**src/rtl/top_pkg.sv**
```systemverilog
// Shared constants and types for the generator / skid-buffer / checker slice.
// Latency: n/a (declarations only).
// Backpressure: n/a.
package top_pkg;

    // Default payload and sequence-counter width.
    localparam int unsigned DEFAULT_DATA_WIDTH = 32;

    // Data word at the default width.
    typedef logic [DEFAULT_DATA_WIDTH-1:0] word_t;

endpackage : top_pkg

```
**src/rtl/top_skid_buffer.sv**
```systemverilog
// Two-entry valid/ready FIFO between generator and checker.
// Latency: a word pushed at edge N is visible on the output from cycle N+1 when empty.
// Backpressure: in_ready_o is registered and high whenever at least one entry is free.
//
// Ports:
//   clk, rst_n              clock and asynchronous active-low reset
//   in_valid_i/in_data_i    upstream payload
//   in_ready_o              upstream ready (registered)
//   out_valid_o/out_data_o  downstream payload
//   out_ready_i             downstream ready
module top_skid_buffer #(
    parameter int unsigned DATA_WIDTH = 32
) (
    input  logic                  clk,
    input  logic                  rst_n,
    input  logic                  in_valid_i,
    input  logic [DATA_WIDTH-1:0] in_data_i,
    output logic                  in_ready_o,
    output logic                  out_valid_o,
    output logic [DATA_WIDTH-1:0] out_data_o,
    input  logic                  out_ready_i
);

    logic [DATA_WIDTH-1:0] mem0_q, mem1_q;
    logic                  wr_ptr_q, wr_ptr_d;
    logic                  rd_ptr_q, rd_ptr_d;
    logic [1:0]            cnt_q, cnt_d;
    logic                  in_rdy_q, in_rdy_d;
    logic                  push, pop;

    assign push        = in_valid_i & in_rdy_q;
    assign pop         = out_valid_o & out_ready_i;
    assign in_ready_o  = in_rdy_q;
    assign out_valid_o = (cnt_q != 2'd0);
    assign out_data_o  = rd_ptr_q ? mem1_q : mem0_q;

    always_comb begin
        wr_ptr_d = wr_ptr_q;
        rd_ptr_d = rd_ptr_q;
        cnt_d    = cnt_q;
        if (push) begin
            wr_ptr_d = ~wr_ptr_q;
        end
        if (pop) begin
            rd_ptr_d = ~rd_ptr_q;
        end
        case ({push, pop})
            2'b10:   cnt_d = cnt_q + 2'd1;
            2'b01:   cnt_d = cnt_q - 2'd1;
            default: cnt_d = cnt_q;
        endcase
        // Ready is computed from next occupancy so the registered flag is exact
        // (never advertises space that does not exist, never hides a free slot).
        in_rdy_d = (cnt_d != 2'd2);
    end

    always_ff @(posedge clk or negedge rst_n) begin
        if (!rst_n) begin
            mem0_q   <= '0;
            mem1_q   <= '0;
            wr_ptr_q <= 1'b0;
            rd_ptr_q <= 1'b0;
            cnt_q    <= 2'd0;
            in_rdy_q <= 1'b0;
        end else begin
            if (push && !wr_ptr_q) begin
                mem0_q <= in_data_i;
            end
            if (push && wr_ptr_q) begin
                mem1_q <= in_data_i;
            end
            wr_ptr_q <= wr_ptr_d;
            rd_ptr_q <= rd_ptr_d;
            cnt_q    <= cnt_d;
            in_rdy_q <= in_rdy_d;
        end
    end

endmodule : top_skid_buffer

```
**src/rtl/top.sv**
```systemverilog
// Sequence generator -> 2-entry skid buffer -> sequence checker, all links valid/ready.
// Latency: word leaves generator at edge N, reaches checker port at cycle N+1 when buffer empty.
// Backpressure: generator stalls holding valid/data while buffer full; checker throttles via DELAY_CHK.
//
// Ports: clk (rising edge), rst (async, active low); gen_down_* observe the generator link,
// chk_up_* observe the checker link.
// Optional build macro TOP_CHECK_EN: adds the expected-value compare, a sticky
// error flag (chk_err_q) and a simulation message on the first mismatch.
module top
    import top_pkg::*;
#(
    parameter int unsigned DATA_WIDTH = DEFAULT_DATA_WIDTH,
    parameter int unsigned DELAY_GEN  = 0,
    parameter int unsigned DELAY_CHK  = 0
) (
    input  logic                  clk,
    input  logic                  rst,
    output logic                  gen_down_valid,
    output logic [DATA_WIDTH-1:0] gen_down_data,
    output logic                  gen_down_ready,
    output logic                  chk_up_valid,
    output logic [DATA_WIDTH-1:0] chk_up_data,
    output logic                  chk_up_ready
);

    // ---------------- generator ----------------
    logic                  gen_vld_q, gen_vld_d;
    logic [DATA_WIDTH-1:0] seq_q, seq_d;
    logic [31:0]           gen_gap_q, gen_gap_d;
    logic                  gen_xfer;

    assign gen_xfer       = gen_vld_q & gen_down_ready;
    assign gen_down_valid = gen_vld_q;
    assign gen_down_data  = seq_q;

    always_comb begin
        gen_vld_d = gen_vld_q;
        seq_d     = seq_q;
        gen_gap_d = gen_gap_q;
        if (gen_xfer) begin
            seq_d = seq_q + DATA_WIDTH'(1);
            if (DELAY_GEN == 0) begin
                gen_vld_d = 1'b1;
            end else begin
                // The cycle after the transfer is the first idle cycle.
                gen_vld_d = 1'b0;
                gen_gap_d = DELAY_GEN - 32'd1;
            end
        end else if (!gen_vld_q) begin
            if (gen_gap_q == 32'd0) begin
                gen_vld_d = 1'b1;
            end else begin
                gen_gap_d = gen_gap_q - 32'd1;
            end
        end
    end

    always_ff @(posedge clk or negedge rst) begin
        if (!rst) begin
            gen_vld_q <= 1'b0;
            seq_q     <= '0;
            // Loading the full gap makes the first word appear DELAY_GEN cycles late.
            gen_gap_q <= DELAY_GEN;
        end else begin
            gen_vld_q <= gen_vld_d;
            seq_q     <= seq_d;
            gen_gap_q <= gen_gap_d;
        end
    end

    // ---------------- buffer ----------------
    top_skid_buffer #(
        .DATA_WIDTH (DATA_WIDTH)
    ) u_buf (
        .clk         (clk),
        .rst_n       (rst),
        .in_valid_i  (gen_vld_q),
        .in_data_i   (seq_q),
        .in_ready_o  (gen_down_ready),
        .out_valid_o (chk_up_valid),
        .out_data_o  (chk_up_data),
        .out_ready_i (chk_up_ready)
    );

    // ---------------- checker ----------------
    logic                  chk_rdy_q, chk_rdy_d;
    logic [31:0]           chk_cnt_q, chk_cnt_d;
    logic [DATA_WIDTH-1:0] exp_q, exp_d;
    logic                  chk_xfer;

    assign chk_xfer     = chk_up_valid & chk_rdy_q;
    assign chk_up_ready = chk_rdy_q;

    always_comb begin
        chk_rdy_d = chk_rdy_q;
        chk_cnt_d = chk_cnt_q;
        exp_d     = exp_q;
        if (chk_xfer) begin
            exp_d = exp_q + DATA_WIDTH'(1);
            if (DELAY_CHK == 0) begin
                chk_rdy_d = 1'b1;
            end else begin
                chk_rdy_d = 1'b0;
                chk_cnt_d = DELAY_CHK - 32'd1;
            end
        end else if (!chk_rdy_q) begin
            if (chk_cnt_q == 32'd0) begin
                chk_rdy_d = 1'b1;
            end else begin
                chk_cnt_d = chk_cnt_q - 32'd1;
            end
        end
    end

    always_ff @(posedge clk or negedge rst) begin
        if (!rst) begin
            chk_rdy_q <= 1'b0;
            chk_cnt_q <= 32'd0;
            exp_q     <= '0;
        end else begin
            chk_rdy_q <= chk_rdy_d;
            chk_cnt_q <= chk_cnt_d;
            exp_q     <= exp_d;
        end
    end

`ifdef TOP_CHECK_EN
    logic chk_err_q;

    always_ff @(posedge clk or negedge rst) begin
        if (!rst) begin
            chk_err_q <= 1'b0;
        end else if (chk_xfer && (chk_up_data != exp_q)) begin
            chk_err_q <= 1'b1;
            if (!chk_err_q) begin
                $error("top checker: got %0h expected %0h", chk_up_data, exp_q);
            end
        end
    end
`else
`endif

endmodule : top

```
**config.mk**
```make
export PLATFORM = sky130hd
export DESIGN_NAME = top
export DESIGN_NICKNAME = d
export VERILOG_FILES = /design/src/rtl/top_pkg.sv /design/src/rtl/top_skid_buffer.sv /design/src/rtl/top.sv
export SDC_FILE = /design/constraint.sdc
export NUM_CORES = 1
export LEC_CHECK = 0
export CAP_MARGIN = 20
export CORE_MARGIN = 2
export CORE_UTILIZATION = 35
export CTS_CLUSTER_SIZE = 40
export DETAILED_ROUTE_END_ITERATION = 8
export GPL_ROUTABILITY_DRIVEN = 0
export PLACE_DENSITY = 0.55
export SLEW_MARGIN = 20
export SYNTH_ARGS = -nofsm -noshare
export SYNTH_HDL_FRONTEND = slang
export SYNTH_SLANG_ARGS = --single-unit
```
**constraint.sdc**
```tcl
create_clock -name clk -period 3.35 [get_ports clk]
set_input_delay 0.335 -clock clk [delete_from_list [all_inputs] [get_ports clk]]
set_output_delay 0.335 -clock clk [all_outputs]
set_load 0.01 [all_outputs]
```
==> results.md, run 1 <==
- Status: finished, final reports clean
- # IOs: 70
- Leakage power: 4.19 nW
- GR peak layer: met2
- Vias per cell: 5.05
- CTS tree: done
- Final Setup Violations: 0
- First-pass GRT wire length: 25300 um
- Hpwl dp: 10300 um
- Largest cells by area after synthesis: dfrtp_1 (56%), mux2_2 (14%), xnor2_1 (6.8%)
- Critical path peak fanout: 13
- # DRC: 0
- Area share of the largest cell type after synthesis: 0.556
- Fin crit share: 0.759
- Final Skew: 0.00991 ns
- Max-slew violations: 0
- Register area share after synthesis: 0.556
- Area post-placement: 8560 sq um
- Routing usage on met1: 0.195
- Clock Tree Root: clkbuf_16
- Final wirelength: 15000 um
- PnR Total Power: 0.00397 W
- Global-route track usage on met3: 0.0355
- Worst reg2reg path startpoint: gen_gap_q[0]
- Drt first pass iters: 6
- Post-Syn Area: 7510 sq um
- # placed instances: 945
- Flops & latches, synth: 167
- Min-Delay Startpoint: gen_gap_q[30]
- Gr usage total: 0.142
- Area Overhead vs Synth: 21.9%
- Port Buf Inserts: 69
- Row cnt: 53
- Slew headroom: 0.291
- CP required: 3.64 ns
- Via count: 4936
- PD cells: 434 nW/um^2
- Fin. Hold Viols: 0
- H-tree Lvls: 4
- CTS Buf Count: 17
- RSZ-0062 raised after global routing: false
- Synthesis Warnings: 0
- Post-DRT Antenna Nets: 0
- Peak VDD IR: 0.319 mV
- Hold slack: 0.472 ns
- Worst setup path startpoint: gen_gap_q[0]
- Achievable Freq: 393 MHz
- Chip height: 150 um
- GR Layer Usage met2: 0.219
- Pin count of the biggest net entering global routing: 77
- WS Path Type: register to register
- Clock-pin slew of the registers on the worst-case setup and hold paths: 0.07 ns
- Syn avg cell area: 12.3 sq um
- Total clock sinks: 167
- Cell area after layout: 9160 sq um
- Grt ovf: 0
- Yosys cell types: 45
- Starting DRT DRC Count: 245
- Final min period: 2.54 ns
- Worst path arrival time: 2.83 ns
- Worst Tran Pin Value: 1.06 ns
- Layout Cells excl Fill: 978
- Worst hold path class: register to register
- Latest clock arrival within the worst-skew pair: 0.43 ns
- Max-cap violations: 0
- Critical Path Sink Type: register
- Core ar.: 21000 sq um
- Number of global-route vias before repair: 4957
- Syn_nets: 616
- Ant diodes: 0
- CTS-repair resized insts: 0
- Average wire per standard cell: 15.3 um
- Post-Syn Instances: 610
- Die width: 150 um
- Bufs on Longest Clock Path: 2
- Initial Util: 0.357
- Share of layout cells above drive strength 1: 0.212
- Antenna violations before repair: 0
- TNS Setup: 0 ns
- Largest area contributor in the netlist: dfrtp_1
- Die area: 22600 sq um
- Startpoint class of the critical path: register
- Nets: 696
## where the power goes
| group | switching [W] | leakage (nW) | total, W | internal (W) |
|---|---|---|---|---|
| logic | 0.0000384 | 1.66 | 0.0000435 | 0.00000502 |
| registers | 0 | 2.25 | 0.00202 | 0.00202 |
| clock network | 0.000860 | 0.279 | 0.00191 | 0.00105 |
## critical path: stages (launching register included)
cell and delay, ns:
dfrtp_1 0.37, inv_1 0.09, ha_1 0.22, nor4b_1 0.53
and3_1 0.34, a31oi_1 0.38, nor4b_1 0.31, xor2_1 0.15
## kinds of logic after synthesis
family	after synthesis	share of synthesized area
fa+ha+maj	4	0.00666
buf+inv	26	0.0132
simple gates	209	0.159
flops	167	0.556
mux	92	0.138
xor+xnor	90	0.106
compound gates	22	0.0207
## worst paths after layout
check                                     to  slack [ns]  depth (start not counted)
max                             gen_gap_q[7]        0.81                          7
min                            gen_gap_q[30]        0.47                          1
max reg2reg                     gen_gap_q[7]        0.81                          7
min reg2reg                    gen_gap_q[30]        0.47                          1
max in group asynchronous  gen_down_data[27]        1.95                          3
min in group asynchronous   u_buf.mem1_q[10]        0.50                          2
## per-stage QoR
stage,setup WS (ns),utilization
finish,0.809,0.436
global route,0.604,0.436
CTS,0.796,0.436
detailed placement,0.838,0.407
global placement,0.969,0.407
floorplan,1.21,-
## sequential cells by signal, summed over array words and instances, names as in the netlist
register	count
chk_cnt_q	32
chk_up_ready	1
gen_down_data	32
gen_down_valid	1
gen_gap_q	32
u_buf.cnt_q	2
u_buf.in_ready_o	1
u_buf.mem0_q	32
u_buf.mem1_q	32
u_buf.rd_ptr_q	1
u_buf.wr_ptr_q	1
## cell usage in the layout (no fill, tap or decap), types with 9 or more instances in the layout
| cell | netlist | layout |
|---|---|---|
| dfrtp_1 | 167 | 167 |
| mux2_2 | 91 | 91 |
| clkdlybuf4s50_1 | 0 | 68 |
| xnor2_1 | 58 | 58 |
| nand2_1 | 45 | 45 |
| xor2_1 | 31 | 31 |
| nor2_1 | 31 | 31 |
| nand3_1 | 27 | 26 |
| nor3_1 | 24 | 24 |
| nor4_1 | 17 | 17 |
| clkbuf_16 | 0 | 17 |
| nand4_1 | 14 | 14 |
| inv_1 | 11 | 11 |
| o21ai_0 | 9 | 9 |
## metal layers
| metal | vias up | part of all wire |
|---|---|---|
| li1 | 2332 | - |
| met1 | 2492 | 0.47 |
| met2 | 95 | 0.48 |
| met3 | 17 | 0.041 |
| met4 | 0 | 0.012 |
| met5 | - | 0 |
## cell usage after synthesis
| master | instances |
|---|---|
| nor4_1 | 17 |
| nand2b_1 | 2 |
| a41oi_2 | 1 |
| a311oi_2 | 1 |
| nor3b_1 | 1 |
| buf_1 | 2 |
| nor3_4 | 1 |
| or4b_2 | 1 |
| buf_2 | 1 |
| or4_4 | 4 |
| xnor2_1 | 58 |
| and3_1 | 6 |
| a21oi_1 | 2 |
| a21o_1 | 2 |
| ha_1 | 4 |
| xnor2_2 | 1 |
| a31oi_1 | 2 |
| clkbuf_1 | 12 |
| nand3_1 | 27 |
| nor4_4 | 2 |
| and4_1 | 7 |
| nor3_1 | 24 |
| o21ai_1 | 1 |
| nor4_2 | 2 |
| or4_1 | 3 |
| mux2i_1 | 1 |
| nand2_2 | 1 |
| nor2_1 | 31 |
| nand3b_1 | 4 |
| o21ai_0 | 9 |
| o31ai_1 | 2 |
| nand4b_1 | 4 |
| or2_2 | 2 |
| o211ai_2 | 1 |
| nand4_1 | 14 |
| nand4bb_4 | 1 |
| or3_1 | 5 |
| xor2_1 | 31 |
| mux2_2 | 91 |
| o41ai_1 | 1 |
| dfrtp_1 | 167 |
| nand2_1 | 45 |
| and2_1 | 2 |
| nor4b_1 | 3 |
| inv_1 | 11 |
## timing repair
action | CTS | global route
hold buffers | 1 | 0
endpoints found under the hold margin | 74 | 0
setup buffers | 0 | 0
## layout make-up
type	count	area [sq um]
Timing Repair Buffer	76	772
Clock inverter	15	159
Clock buffer	17	425
Sequential cell	167	4180
Tap cell	275	344
Multi-Input combinational cell	417	3240
Inverter	11	41.3
Fill cell	1922	11900
Power figures use the tool's default switching activity.
==> inputs of run 2 (changes only) <==
--- a/config.mk
+++ b/config.mk
@@ -11,7 +11,7 @@
 export CTS_CLUSTER_SIZE = 40
 export DETAILED_ROUTE_END_ITERATION = 8
 export GPL_ROUTABILITY_DRIVEN = 0
-export PLACE_DENSITY = 0.55
+export PLACE_DENSITY = 0.57
 export SLEW_MARGIN = 20
 export SYNTH_ARGS = -nofsm -noshare
 export SYNTH_HDL_FRONTEND = slang
==> constraint.sdc (replaced) <==
create_clock -name clk -period 2.2 [get_ports clk]
set_input_delay 0.22 -clock clk [delete_from_list [all_inputs] [get_ports clk]]
set_output_delay 0.22 -clock clk [all_outputs]
set_load 0.01 [all_outputs]
==> results.md, run 2 (synthesis gave the netlist of run 1 again) <==
- Gr usage total: 0.147 (+0.00586)
- H-tree Lvls: 4 (unchanged)
- Share of layout cells above drive strength 1: 0.261 (+0.0492)
- CP required: 2.50 ns (-1.14 ns)
- Worst setup path startpoint: gen_gap_q[23]
- Die area: 22600 sq um (unchanged)
- PD cells: 646 nW/um^2 (+49%)
- Die width: 150 um (unchanged)
- Final Skew: 0.00710 ns (-0.00281 ns)
- Pin count of the biggest net entering global routing: 57 (-26%)
- Final min period: 2.13 ns (-0.408 ns)
- Starting DRT DRC Count: 157 (-36%)
- Drt first pass iters: 4 (-2)
- First-pass GRT wire length: 26500 um (+4.9%)
- Worst path top cell family by delay: simple AND/OR/NAND/NOR gates
- Fin worst setup slack: 0.0664 ns (-0.742 ns)
- Worst reg2reg path startpoint: gen_gap_q[23]
- Crit path max-delay cell type: or4_4
- Status: finished, final reports clean
- Worst r2r path cells: 5 (-2)
- Grt ovf: 0 (unchanged)
- Startpoint class of the critical path: register
- Slew headroom: 0.370 (+0.0796)
- Via count: 5097 (+3.3%)
- Achievable Freq: 469 MHz (+19%)
- R2r setup slk: 0.07 ns (-0.74 ns)
- Crit path depth: 5 (-2)
- Fin. Hold Viols: 0 (unchanged)
- Critical Path Sink Type: register
- TNS Setup: 0 ns (unchanged)
- Latest clock arrival within the worst-skew pair: 0.43 ns (about the same)
- Clock Tree Root: clkbuf_16
- # DRC: 0 (unchanged)
- RSZ-0062 raised after global routing: true
- Initial Util: 0.357 (unchanged)
- Fin crit share: 0.970 (+0.211)
- CTS tree: done
- Clock-pin slew of the registers on the worst-case setup and hold paths: 0.07 ns (about the same)
- Final wirelength: 15700 um (+4.9%)
- # IOs: 70 (unchanged)
- CTS Buf Count: 17 (unchanged)
- Max-cap violations: 0 (unchanged)
- Hpwl dp: 10900 um (+5.5%)
- Most frequent cells in the layout: dfrtp_1 (166), mux2_2 (91), clkdlybuf4s50_1 (67)
- CP max stage delay: 0.58 ns (+0.05 ns)
- Worst Tran Pin Value: 0.945 ns (-0.114 ns)
- Worst path arrival time: 2.43 ns (-0.40 ns)
- Most common cell after layout, fill and taps aside: dfrtp_1
- CP Capture Point: gen_gap_q[14]
- Antenna violations before repair: 0 (unchanged)
- Critical path peak fanout: 5 (-8)
- Max-slew violations: 0 (unchanged)
- Worst hold path class: primary input to asynchronous set/reset pin
- Leakage power: 4.42 nW (+5.5%)
- Post-DRT Antenna Nets: 0 (unchanged)
- Ant diodes: 0 (unchanged)
- Total clock sinks: 167 (unchanged)
- Area Overhead vs Synth: 27.3%
- Average wire per standard cell: 15.5 um (+0.80%)
- Row cnt: 53 (unchanged)
- Final Setup Violations: 0 (unchanged)
- Port Buf Inserts: 69 (unchanged)
- Peak VDD IR: 0.418 mV (+31%)
- Critical-path cell list: or4_4, or4_4, o21ai_1, nor4_1, xor2_1
- Number of global-route vias before repair: 5294 (+6.8%)
- Most used cell, CP: or4_4
- Reg2reg end: gen_gap_q[14]
- Nets: 737 (+5.9%)
- Core ar.: 21000 sq um (unchanged)
- Dpl ws: 0.00540 ns (-0.833 ns)
- Bufs on Longest Clock Path: 2 (unchanged)
- Chip height: 150 um (unchanged)
- Vias per cell: 5.01 (-0.80%)
- CP bufs+invs: 0 (-1)
- WS Path Type: register to register
## run 2: report_power, final
| group | total [W] | internal, W | switching [W] | leakage [nW] |
|---|---|---|---|---|
| sequential | 0.00307 | 0.00307 | 0 | 2.25 |
| clock | 0.00304 | 0.00179 | 0.00125 | 0.284 |
| combinational | 0.0000697 | 0.00000998 | 0.0000598 | 1.88 |
| total | 0.00618 | 0.00487 | 0.00131 | 4.42 |
## run 2: through the flow
| step | area, sq um | hold WS, ns | utilization | total power (W) | std cells |
|---|---|---|---|---|---|
| 3_3_place_gp | 8870 | 0.193 | 0.422 | 0.00320 | 984 |
| 3_5_place_dp | 8870 | 0.201 | 0.422 | 0.00320 | 984 |
| 5_1_grt | 9560 | 0.353 | 0.455 | 0.00641 | 1018 |
| 4_1_cts | 9490 | 0.317 | 0.451 | 0.00626 | 1016 |
| 6_report | 9560 | 0.309 | 0.455 | 0.00618 | 1018 |
| 2_1_floorplan | 7510 | -0.0756 | - | 0.00313 | 610 |
## run 2: repair_timing
item | in CTS | in global routing
gates cloned | 0 | 1
pin swaps | 0 | 2
hold buffers | 1 | 0
endpoints found under the setup margin | 2 | 21
hold endpoints to repair | 49 | 0
gates resized for setup | 1 | 8
setup buffers | 0 | 1
## run 2: cell type report
type | count | area, sq um
repair buffers | 117 | 1120
clock buffers | 17 | 425
flip-flops and latches | 167 | 4180
multi-input cells | 417 | 3280
well taps | 275 | 344
clock inverters | 14 | 173
fillers | 1914 | 11500
inverters | 11 | 41.3
## run 2: worst register-to-register path, cell delays in order (launching register included)
cell and delay [ns]:
dfrtp_1 0.39, or4_4 0.58, or4_4 0.48, o21ai_1 0.30, nor4_1 0.10, xor2_1 0.16
## run 2: worst min-delay path by stage
stage	slack (ns)	cells past startpoint	to	startpoint
6_report	0.31	2	u_buf.mem0_q[8]	rst
3_3_place_gp	0.19	1	u_buf.mem1_q[8]	rst
2_1_floorplan	-0.08	0	chk_cnt_q[0]	rst
4_1_cts	0.32	2	u_buf.mem0_q[8]	rst
3_5_place_dp	0.20	1	u_buf.mem0_q[8]	rst
5_1_grt	0.35	2	u_buf.mem1_q[8]	rst
## run 2: routing by layer
layer | share of wire | wire length, um | track usage | vias up
li1 | - | - | - | 2406
met1 | 0.46 | 7230 | 0.190 | 2590
met2 | 0.49 | 7740 | 0.250 | 85
met3 | 0.037 | 585 | 0.0315 | 16
met4 | 0.012 | 187 | 0.0425 | 0
met5 | 0 | 0 | 0 | -
==> inputs of run 3 (changes only) <==
--- a/config.mk
+++ b/config.mk
@@ -7,11 +7,11 @@
 export LEC_CHECK = 0
 export CAP_MARGIN = 20
 export CORE_MARGIN = 2
-export CORE_UTILIZATION = 35
+export CORE_UTILIZATION = 25
 export CTS_CLUSTER_SIZE = 40
 export DETAILED_ROUTE_END_ITERATION = 8
 export GPL_ROUTABILITY_DRIVEN = 0
-export PLACE_DENSITY = 0.57
+export PLACE_DENSITY = 0.45
 export SLEW_MARGIN = 20
 export SYNTH_ARGS = -nofsm -noshare
 export SYNTH_HDL_FRONTEND = slang
==> constraint.sdc (replaced) <==
create_clock -name clk -period 1.9 [get_ports clk]
set_input_delay 0.19 -clock clk [delete_from_list [all_inputs] [get_ports clk]]
set_output_delay 0.19 -clock clk [all_outputs]
set_load 0.01 [all_outputs]
==> results.md, run 3 (synthesis gave the netlist of run 1 again) <==
- Worst path arrival time: 2.39 ns (-0.04 ns)
- Critical Path Sink Type: register
- Worst reg2reg path startpoint: gen_gap_q[21]
- First-pass GRT wire length: 29400 um (+11%)
- Worst hold path class: primary input to asynchronous set/reset pin
- Final Setup Violations: 58 (+58)
- Slew headroom: 0.667 (+0.297)
- Bufs on Longest Clock Path: 2 (unchanged)
- Sequential cell area: 4180 sq um (about the same)
- Ant diodes: 0 (unchanged)
- PnR Total Power: 0.00711 W (+15%)
- Fin. Hold Viols: 0 (unchanged)
- Worst setup path startpoint: gen_gap_q[21]
- Dpl ws: -0.285 ns (-0.291 ns)
- Latest clock arrival within the worst-skew pair: 0.42 ns (about the same)
- Nets: 827 (+12%)
- Final Skew: 0.0112 ns (+0.00409 ns)
- Initial Util: 0.253 (-0.104)
- Die width: 177 um (+18%)
- Drt first pass iters: 4 (unchanged)
- Failing checks: setup timing
- Gr usage total: 0.118 (-0.0292)
- R2r setup slk: -0.20 ns (-0.27 ns)
- Max-cap violations: 0 (unchanged)
- Starting DRT DRC Count: 263 (+68%)
- Core ar.: 29600 sq um (+41%)
- Cell area after layout: 10800 sq um (+13%)
- Chip height: 177 um (+18%)
- Area Overhead vs Synth: 44.0%
- Total clock sinks: 167 (unchanged)
- Startpoint class of the critical path: register
- CTS Buf Count: 17 (unchanged)
- PD cells: 658 nW/um^2 (+1.8%)
- Filler cells: 2865 (+50%)
- # IOs: 70 (unchanged)
- # DRC: 0 (unchanged)
- RSZ-0062 raised after global routing: true
- Row cnt: 63 (+19%)
- Antenna violations before repair: 0 (unchanged)
- Port Buf Inserts: 69 (unchanged)
- Number of global-route vias before repair: 5672 (+7.1%)
- Vias per cell: 4.44 (-11%)
- Clock-pin slew of the registers on the worst-case setup and hold paths: 0.08 ns (about the same)
- Achievable Freq: 476 MHz (+1.6%)
- Worst Tran Pin Value: 0.493 ns (-0.452 ns)
- Max-slew violations: 0 (unchanged)
- Fin worst setup slack: -0.199 ns (-0.266 ns)
- Pin count of the biggest net entering global routing: 51 (-11%)
- Die area: 31400 sq um (+39%)
- Status: finished, violations left
- Share of layout cells above drive strength 1: 0.441 (+0.180)
- Multi-input logic area: 3730 sq um (+14%)
- Average wire per standard cell: 14.8 um (-4.1%)
- Leakage power: 5.09 nW (+15%)
- CP required: 2.19 ns (-0.31 ns)
- Reg2reg end: gen_gap_q[16]
- Final wirelength: 18200 um (+15%)
- Peak VDD IR: 0.556 mV (+33%)
- CTS tree: done
- Via count: 5437 (+6.7%)
- Post-DRT Antenna Nets: 0 (unchanged)
- WS Path Type: register to register
- Final min period: 2.10 ns (-0.0344 ns)
- Critical path peak fanout: 4 (-1)
- Hpwl dp: 12400 um (+14%)
- H-tree Lvls: 4 (unchanged)
- Worst r2r path cells: 6 (+1)
- Most common cell after layout, fill and taps aside: dfrtp_1
- Most frequent cells in the layout: dfrtp_1 (165), buf_4 (111), mux2_2 (90)
- Area post-placement: 9680 sq um (+9.2%)
- Fin crit share: 1.10 (+0.135)
- Clock Tree Root: clkbuf_16
- Grt ovf: 0 (unchanged)
==> run 3: layer usage <==
| layer | track usage | wire length [um] |
|---|---|---|
| met1 | 0.152 | 8300 |
| met2 | 0.205 | 9180 |
| met3 | 0.0229 | 551 |
| met4 | 0.0287 | 130 |
| met5 | 0 | 0 |
==> run 3: how the worst max path moves through the flow <==
stage	end	cells past startpoint
5_1_grt	gen_gap_q[24]	9
2_1_floorplan	chk_cnt_q[31]	5
6_report	gen_gap_q[16]	6
4_1_cts	gen_gap_q[30]	5
3_3_place_gp	gen_gap_q[28]	5
3_5_place_dp	chk_cnt_q[26]	7
==> run 3: cell type report <==
type | instances | area share
Clock buffer | 18 | 0.0406
Clock inverter | 14 | 0.0144
Inverter | 11 | 0.00382
Multi-Input combinational cell | 419 | 0.345
Sequential cell | 167 | 0.387
Tap cell | 390 | 0.0451
Timing Repair Buffer | 205 | 0.165
==> run 3: metrics by stage <==
| step | hold WS [ns] | utilization | TNS [ns] | std cells |
|---|---|---|---|---|
| after floorplan | -0.106 | - | -1.70 | 610 |
| after CTS | 0.254 | 0.361 | -4.65 | 1223 |
| after detailed placement | 0.133 | 0.327 | -9.84 | 1169 |
| final | 0.251 | 0.365 | -4.37 | 1224 |
| after global routing | 0.274 | 0.365 | -8.90 | 1224 |
| after global placement | 0.133 | 0.327 | -8.00 | 1169 |
==> run 3: worst max-delay path, cell delays in order (launching register included) <==
cell     delay, ns
dfrtp_1       0.38
or4_4         0.56
or4_4         0.45
buf_4         0.17
o21ai_4       0.18
nor4_1        0.08
xor2_1        0.14
==> run 3: power breakdown <==
| group | total (W) | internal (W) | switching (W) |
|---|---|---|---|
| Clock | 0.00347 | 0.00190 | 0.00157 |
| Combinational | 0.0000859 | 0.0000145 | 0.0000713 |
| Sequential | 0.00355 | 0.00355 | 0 |
==> run 3: repair_timing <==
action	CTS	global route
setup buffers	17	4
endpoints found under the setup margin	97	97
gates resized for setup	149	55
hold buffers	1	0
gates cloned	4	0
pin swaps	34	22
hold endpoints to repair	36	0
